[config.mk]
export PLATFORM = sky130hd
export DESIGN_NAME = alu_unit_flat
export DESIGN_NICKNAME = d
export VERILOG_FILES = /design/src/rtl/alu_pkg.sv /design/src/rtl/alu_if.sv /design/src/rtl/alu_datapath.sv /design/src/rtl/alu_unit.sv /design/src/flat_wrapper.sv
export SDC_FILE = /design/constraint.sdc
export NUM_CORES = 1
export LEC_CHECK = 0
export ABC_AREA = 1
export CORE_MARGIN = 4
export CORE_UTILIZATION = 40
export DETAILED_ROUTE_END_ITERATION = 10
export PLACE_DENSITY = 0.61
export SYNTH_ARGS = -nofsm -noshare
export SYNTH_HDL_FRONTEND = slang
export SYNTH_SLANG_ARGS = --single-unit
[constraint.sdc]
create_clock -name clk -period 6.5 [get_ports clk]
set_clock_uncertainty 0.2 [all_clocks]
set_input_delay 1.3 -clock clk [delete_from_list [all_inputs] [get_ports clk]]
set_output_delay 1.3 -clock clk [all_outputs]
set_load 0.005 [all_outputs]
[src/rtl/alu_pkg.sv]
// alu_pkg: opcode encodings and shift-amount width helper for the ALU.
package alu_pkg;

    localparam logic [3:0] OP_ADD   = 4'd0;
    localparam logic [3:0] OP_SUB   = 4'd1;
    localparam logic [3:0] OP_AND   = 4'd2;
    localparam logic [3:0] OP_OR    = 4'd3;
    localparam logic [3:0] OP_XOR   = 4'd4;
    localparam logic [3:0] OP_NOR   = 4'd5;
    localparam logic [3:0] OP_SLL   = 4'd6;
    localparam logic [3:0] OP_SRL   = 4'd7;
    localparam logic [3:0] OP_SRA   = 4'd8;
    localparam logic [3:0] OP_SLT   = 4'd9;
    localparam logic [3:0] OP_SLTU  = 4'd10;
    localparam logic [3:0] OP_PASSB = 4'd11;

    function automatic int shamt_width(input int n);
        return $clog2(n);
    endfunction

endpackage

[src/rtl/alu_if.sv]
// alu_if: operand/opcode inputs and registered result/flag outputs of the ALU.
interface alu_if #(
    parameter int bits = 16
);

    logic [bits-1:0] A;
    logic [bits-1:0] B;
    logic [bits-1:0] O;
    logic [bits-1:0] R;
    logic            Z;
    logic            C;
    logic            V;

    modport master (output A, B, O, input R, Z, C, V);
    modport slave  (input A, B, O, output R, Z, C, V);

endinterface

[src/rtl/alu_datapath.sv]
// alu_datapath: combinational result and carry/overflow for one ALU operation.
module alu_datapath
    import alu_pkg::*;
#(
    parameter int bits = 16
) (
    input  logic [bits-1:0] A,
    input  logic [bits-1:0] B,
    input  logic [3:0]      op,
    output logic [bits-1:0] res,
    output logic            c,
    output logic            v
);

    localparam int SW = shamt_width(bits);

    logic [bits:0]   w_sum;
    logic [bits:0]   w_dif;
    logic [SW-1:0]   w_sh;
    logic            w_add_v;
    logic            w_sub_v;
    logic            w_slt;

    assign w_sum   = {1'b0, A} + {1'b0, B};
    assign w_dif   = {1'b0, A} - {1'b0, B};
    assign w_sh    = B[SW-1:0];
    assign w_add_v = (A[bits-1] == B[bits-1]) && (w_sum[bits-1] != A[bits-1]);
    assign w_sub_v = (A[bits-1] != B[bits-1]) && (w_dif[bits-1] != A[bits-1]);
    assign w_slt   = $signed(A) < $signed(B);

    // The extra top bit of w_dif is the unsigned borrow, shared by SUB and SLTU.
    always_comb begin
        res = '0;
        case (op)
            OP_ADD:   res = w_sum[bits-1:0];
            OP_SUB:   res = w_dif[bits-1:0];
            OP_AND:   res = A & B;
            OP_OR:    res = A | B;
            OP_XOR:   res = A ^ B;
            OP_NOR:   res = ~(A | B);
            OP_SLL:   res = A << w_sh;
            OP_SRL:   res = A >> w_sh;
            OP_SRA:   res = $unsigned($signed(A) >>> w_sh);
            OP_SLT:   res = {{(bits-1){1'b0}}, w_slt};
            OP_SLTU:  res = {{(bits-1){1'b0}}, w_dif[bits]};
            OP_PASSB: res = B;
            default:  res = '0;
        endcase
    end

    assign c = (op == OP_ADD) ? w_sum[bits] : (op == OP_SUB) ? w_dif[bits] : 1'b0;
    assign v = (op == OP_ADD) ? w_add_v : (op == OP_SUB) ? w_sub_v : 1'b0;

endmodule

[src/rtl/alu_unit.sv]
// alu_unit: execute-stage ALU registering result and Z/C/V flags one cycle after issue.
module alu_unit
    import alu_pkg::*;
#(
    parameter int bits = 16
) (
    input  logic  clk,
    input  logic  rst,
    alu_if.slave  bus
);

    logic [bits-1:0] w_res;
    logic            w_c;
    logic            w_v;
    logic [bits-1:0] r_res;
    logic            r_z;
    logic            r_c;
    logic            r_v;

    alu_datapath #(.bits(bits)) u_datapath (
        .A   (bus.A),
        .B   (bus.B),
        .op  (bus.O[3:0]),
        .res (w_res),
        .c   (w_c),
        .v   (w_v)
    );

    always_ff @(posedge clk) begin
        if (rst) begin
            r_res <= '0;
            r_z   <= 1'b1;
            r_c   <= 1'b0;
            r_v   <= 1'b0;
        end else begin
            r_res <= w_res;
            r_z   <= (w_res == '0);
            r_c   <= w_c;
            r_v   <= w_v;
        end
    end

    assign bus.R = r_res;
    assign bus.Z = r_z;
    assign bus.C = r_c;
    assign bus.V = r_v;

endmodule

[src/flat_wrapper.sv]
// flat-port wrapper written by rule: the top's interface ports become plain ports
module alu_unit_flat import alu_pkg::*;
#(
    parameter int bits = 16
)
  (clk, rst, bus_A, bus_B, bus_O, bus_R, bus_Z, bus_C, bus_V);
  alu_if #(.bits(bits)) bus_i ();
  input  logic clk;
  input  logic rst;
  input wire logic [$bits(bus_i.A)-1:0] bus_A;
  input wire logic [$bits(bus_i.B)-1:0] bus_B;
  input wire logic [$bits(bus_i.O)-1:0] bus_O;
  output wire logic [$bits(bus_i.R)-1:0] bus_R;
  output wire logic [$bits(bus_i.Z)-1:0] bus_Z;
  output wire logic [$bits(bus_i.C)-1:0] bus_C;
  output wire logic [$bits(bus_i.V)-1:0] bus_V;
  assign bus_i.A = bus_A;
  assign bus_i.B = bus_B;
  assign bus_i.O = bus_O;
  assign bus_R = bus_i.R;
  assign bus_Z = bus_i.Z;
  assign bus_C = bus_i.C;
  assign bus_V = bus_i.V;
  alu_unit #(.bits(bits)) u_core (.clk(clk), .rst(rst), .bus(bus_i));
endmodule
==> reports/metrics.yaml, run 1 <==
critPathCapture: "u_core.bus.Z"
finalHoldViolCount: 0
path_cells: "clkdlybuf4s50_1 > buf_4 > inv_1 > ha_1 > nand2_1 > nand3b_1 > nand2_1 > nand2_1 > nand2_1 > nor2_1 > nor2_1 > nand2_1 > nor2_1 > nand2_1 > nor2_1 > nand3_1 > nand2_1"
drc: 0
wl_per_cell_um: 16.0
cts_tree: "built"
crit_family: "simple AND/OR/NAND/NOR gates"
layout-drive-gt1-share_pct: 1.82
clock_path_buffers: 2
yosysWarnings: 0
yosysSeqAreaShare_pct: 7.07
viasPerCell: 5.33
cp-startpoint: "bus_B[3]"
fillers: 1540
synth_top_cell_area_share_pct: 29.3
cts.sinks: 19
rows: 42
finalSetupTns_ns: 0
cpPeakStageDelay_ns: 0.62
power_density_nw_per_um2: 110
syn_avg_cell_area_um2: 5.00
yosys-top-cells-area: "nand2_1, nand3_1, ha_1, inv_1, nor2_1"
power.share.switching_pct: 47.6
layout.nets: 1207
clk_pin_slew_ns: 0.05
slew_headroom_pct: 13.4
pwr-share-comb_pct: 62.6
p_leak_nw: 3.40
yosys_register_bits: 19
gp_congestion: 1.01
maxSlewViolCount: 0
peakVddDrop_mv: 0.0607
wl_mm: 20.4
root_buffer: "clkbuf_16"
status: "finished clean"
power.switching_mw: 0.316
worstMarginPinSlew_ns: 1.29
core-area_um2: 13200
antenna_left: 0
syn-cell-area_um2: 5380
end_kind: "register"
finalCriticalPeriod_ns: 4.70
holdBufCountCts: 0
die_w_um: 124
htree_num_levels: 1
hold_path_class: "in -> reg"
grt_pass1_vias: 5950
stdcell_area_um2: 6030
worstHoldStart: "rst"
vias: 6811
seq_power_share_pct: 19.2
post-dp-hpwl_mm: 16.4
portBuffers: 56
mostFrequentLayoutCell: "nand2_1"
drt_iter0_markers: 774
period_share_pct: 72.3
critical_path_class: "in -> reg"
cp.required_ns: 6.49
crit_cells: 17
drtPass1Iterations: 6
grt_pass1_wl_mm: 31.5
cts.repair.resized: 0
area_growth_pct: 12.1
crit_top_cell: "nand2_1"
place_area_um2: 5950
num_antenna_cells: 0
layout_common_cells: "nand2_1, nand3_1, inv_1, nor2_1, clkdlybuf4s50_1"
slowest_stage: "ha_1"
cts_made_buffers: 3
synth_cells: 1075
grt_max_degree: 38
gr-total-overflow: 0
die-area_um2: 15400
cp_num_buf_inv: 3
cap_violations: 0
syn_nets: 1180
die_h_um: 124
critPathLaunchType: "primary input"
p_int_mw: 0.348
grt_use_total_pct: 26.3
critPathMaxFanout: 25
p_clk_share_pct: 18.2
cts_setup_buffers: 0
start_util_pct: 40.8
synth_largest_area_cell: "nand2_1"
timing.fmax_mhz: 213
rsz0062_at_grt: "no"
yosysUniqueCellTypes: 35
io_pins: 69
finalSetupViolCount: 0
grt_antenna_before_repair: 0
arrival_ns: 4.69
## cell type report
| type | instances | area (um2) | share of cell area, % |
|---|---|---|---|
| Multi-Input combinational cell | 879 | 4230 | 70.2 |
| Timing Repair Buffer | 61 | 598 | 9.91 |
| Inverter | 138 | 520 | 8.63 |
| Sequential cell | 19 | 380 | 6.30 |
| Tap cell | 176 | 220 | 3.65 |
| Clock buffer | 3 | 75.1 | 1.24 |
| Clock inverter | 1 | 5.00 | 0.0830 |
## stage by stage
stage	util [%]	setup slack (ns)	hold slack, ns	power, mW	cells
6_report	45.7	1.80	1.74	0.664	1277
3_3_place_gp	45.1	1.61	1.80	0.535	1273
3_5_place_dp	45.1	1.63	1.80	0.535	1273
5_1_grt	45.7	1.50	1.78	0.719	1277
2_1_floorplan	-	3.00	1.17	0.405	1075
4_1_cts	45.7	1.90	1.75	0.658	1277
## power groups by stage
stage                     clock, mW  sequential (mW)  combinational (mW)
final                         0.121            0.128               0.415
after global routing          0.128            0.128               0.463
after CTS                     0.124            0.128               0.407
after detailed placement          0            0.130               0.405
after global placement            0            0.130               0.405
after floorplan                   0            0.132               0.274
## cells by family after synthesis
| kind of cell | synth area share (%) |
|---|---|
| buffers and inverters | 14.2 |
| AO/OA/AOI/OAI | 7.12 |
| XOR/XNOR | 0.488 |
| adder cells (fa/ha/maj) | 13.1 |
| flip-flops | 7.07 |
| AND/OR/NAND/NOR | 58.0 |
## state kept, by name, indices dropped and copies added (netlist names)
register,cells
u_core.bus.C,1
u_core.bus.R,16
u_core.bus.V,1
u_core.bus.Z,1
## how the worst min path moves through the flow
stage / slack, ns / cells past startpoint / to
6_report: 1.74 / 2 / u_core.bus.R[15]
5_1_grt: 1.78 / 2 / u_core.bus.R[13]
4_1_cts: 1.75 / 4 / u_core.bus.C
3_5_place_dp: 1.80 / 1 / bus_R[5]
3_3_place_gp: 1.80 / 1 / bus_R[14]
2_1_floorplan: 1.17 / 1 / u_core.bus.R[5]
## synth_stat cells
cell type    n
a21boi_0     1
a21oi_1     33
a21oi_2      1
a31oi_1      2
and2_1       3
buf_1        1
buf_2       21
buf_4        3
buf_6        8
clkbuf_1     5
clkbuf_2     1
clkinv_1     1
dfxtp_1     19
fa_1         2
ha_1        53
inv_1      133
inv_2        3
inv_4        1
nand2_1    420
nand2_2      2
nand3_1    174
nand3_2      1
nand3b_1     3
nand4_1     16
nor2_1     122
nor2_2       2
nor3_1       5
o211ai_1     2
o21ai_0     25
o21ai_1      1
o21bai_1     5
o22ai_1      1
or2_1        1
or2_4        1
xor2_1       3
## metal layers
layer  track usage (%)  vias up  share of wire, %
met1              37.9     3044                46
met4              9.24        0               3.9
met2              41.3      298                43
li1                  -     3433                 -
met5                 0        -                 0
met3              2.09       36               7.8
No activity file was read; power rests on OpenSTA's default activity.
==> run 2, diff against run 1 <==
==> constraint.sdc (replaced) <==
create_clock -name clk -period 4.5 [get_ports clk]
set_clock_uncertainty 0.2 [all_clocks]
set_input_delay 0.9 -clock clk [delete_from_list [all_inputs] [get_ports clk]]
set_output_delay 0.9 -clock clk [all_outputs]
set_load 0.005 [all_outputs]
==> run 2 against run 1 <==
Against the previous run:
- setup slack got worse by 0.98 ns
- critical endpoint unchanged
- first-iteration DRC count down 3.7%
- sequential share of layout area down 0.12 points
- wire length grew 2.7%
- count of clock-buffer cells in the layout stayed put
- largest cell class unchanged
==> reports/metrics.yaml, run 2 (same netlist as run 1, synthesis figures left out) <==
status: "finished clean"
critPathMaxFanout: 5
core-area_um2: 13200
finalSetupViolCount: 0
period_share_pct: 81.8
gp_congestion: 0.998
layout.nets: 1223
cpPeakStageDelay_ns: 0.56
layout-drive-gt1-share_pct: 3.22
grt_pass1_wl_mm: 31.7
grt_antenna_before_repair: 0
die_h_um: 124
clk_pin_slew_ns: 0.05
hold_path_class: "in -> reg"
grt_max_degree: 37
seq_power_share_pct: 18.9
maxSlewViolCount: 0
cp.required_ns: 4.49
viasPerCell: 5.32
crit_top_cell: "nand2_1"
pwr-share-comb_pct: 62.9
rsz0062_at_grt: "no"
slowest_stage: "clkdlybuf4s50_1"
cts.repair.resized: 0
cts_setup_buffers: 0
cts_tree: "built"
htree_num_levels: 1
holdBufCountCts: 0
power_density_nw_per_um2: 159
path_cells: "clkdlybuf4s50_1 > inv_1 > ha_1 > fa_1 > inv_1 > nand3_1 > nand2_1 > nand2_1 > nand3_1 > nand2_1 > nor2_1 > nand3_1 > nor2_1 > nand2_1 > nor2_1 > nand3_1 > nand2_1"
portBuffers: 56
area_growth_pct: 14.4
start_util_pct: 40.8
drt_iter0_markers: 745
cts_made_buffers: 3
die-area_um2: 15400
p_leak_nw: 3.48
wl_per_cell_um: 16.2
power.share.switching_pct: 47.6
grt_pass1_vias: 5812
post-dp-hpwl_mm: 17.2
num_antenna_cells: 0
root_buffer: "clkbuf_16"
arrival_ns: 3.67
finalHoldViolCount: 0
p_clk_share_pct: 18.2
antenna_left: 0
vias: 6885
critPathLaunchType: "primary input"
timing.fmax_mhz: 272
die_w_um: 124
dp_cells: 1289
mostFrequentLayoutCell: "nand2_1"
largest_reg_flops: 16
rows: 42
power.switching_mw: 0.465
clock_path_buffers: 2
wl_mm: 20.9
gr-total-overflow: 0
final_cells: 1293
finalCriticalPeriod_ns: 3.68
cap_violations: 0
io_pins: 69
grt_use_total_pct: 26.7
finalSetupTns_ns: 0
critical_path_class: "in -> reg"
layout_common_cells: "nand2_1, nand3_1, inv_1, nor2_1, clkdlybuf4s50_1"
p_int_mw: 0.512
cts.sinks: 19
end_kind: "register"
drc: 0
peakVddDrop_mv: 0.0996
drtPass1Iterations: 6
worstMarginPinSlew_ns: 0.592
slew_headroom_pct: 60.4
-- run 2: changes by cell type in the layout (fill, tap and decap cells not counted) --
cell	previous run	this run
buf_4	5	21
-- run 2: worst max-delay path, delay by kind of cell --
family / cells / cell delay, ns
adder cells (fa/ha/maj): 2 / 0.62
buffers and inverters: 3 / 0.79
AND/OR/NAND/NOR: 12 / 1.38
-- run 2: cell type report --
class / count / area [um2]
Inverter: 138 / 520
Clock inverter: 1 / 5.00
Fill cell: 1527 / 7040
Sequential cell: 19 / 380
Multi-Input combinational cell: 879 / 4230
Timing Repair Buffer: 77 / 718
Tap cell: 176 / 220
Clock buffer: 3 / 75.1
-- run 2: final timing paths --
check                 slack (ns)      endpoint      start  cells past startpoint
worst min-delay path        1.25  u_core.bus.V  bus_A[15]                      5
worst max-delay path        0.82  u_core.bus.Z   bus_A[0]                     17
-- run 2: through the flow --
| step | power [mW] | util, % | worst slack, ns | area, um2 | hold WS [ns] |
|---|---|---|---|---|---|
| detailed placement | 0.787 | 46.0 | 0.644 | 6070 | 1.40 |
| global route | 1.06 | 46.7 | 0.637 | 6150 | 1.29 |
| floorplan | 0.585 | - | 1.40 | 5380 | 0.769 |
| global placement | 0.786 | 46.0 | 0.701 | 6070 | 1.40 |
| CTS | 0.968 | 46.7 | 0.897 | 6150 | 1.25 |
| finish | 0.977 | 46.7 | 0.819 | 6150 | 1.25 |
-- run 2: metal layers --
layer  GRT usage (%)  share of wire (%)
met1            38.5                 45
met2            41.6                 43
met3            1.18                7.8
met4            11.3                4.8
met5               0                  0
-- run 2: power by group through the flow --
stage	clock, mW	combinational [mW]	sequential, mW
after floorplan	0	0.395	0.190
after CTS	0.182	0.601	0.185
final	0.178	0.615	0.185
after global routing	0.189	0.681	0.185
after detailed placement	0	0.599	0.188
after global placement	0	0.598	0.188
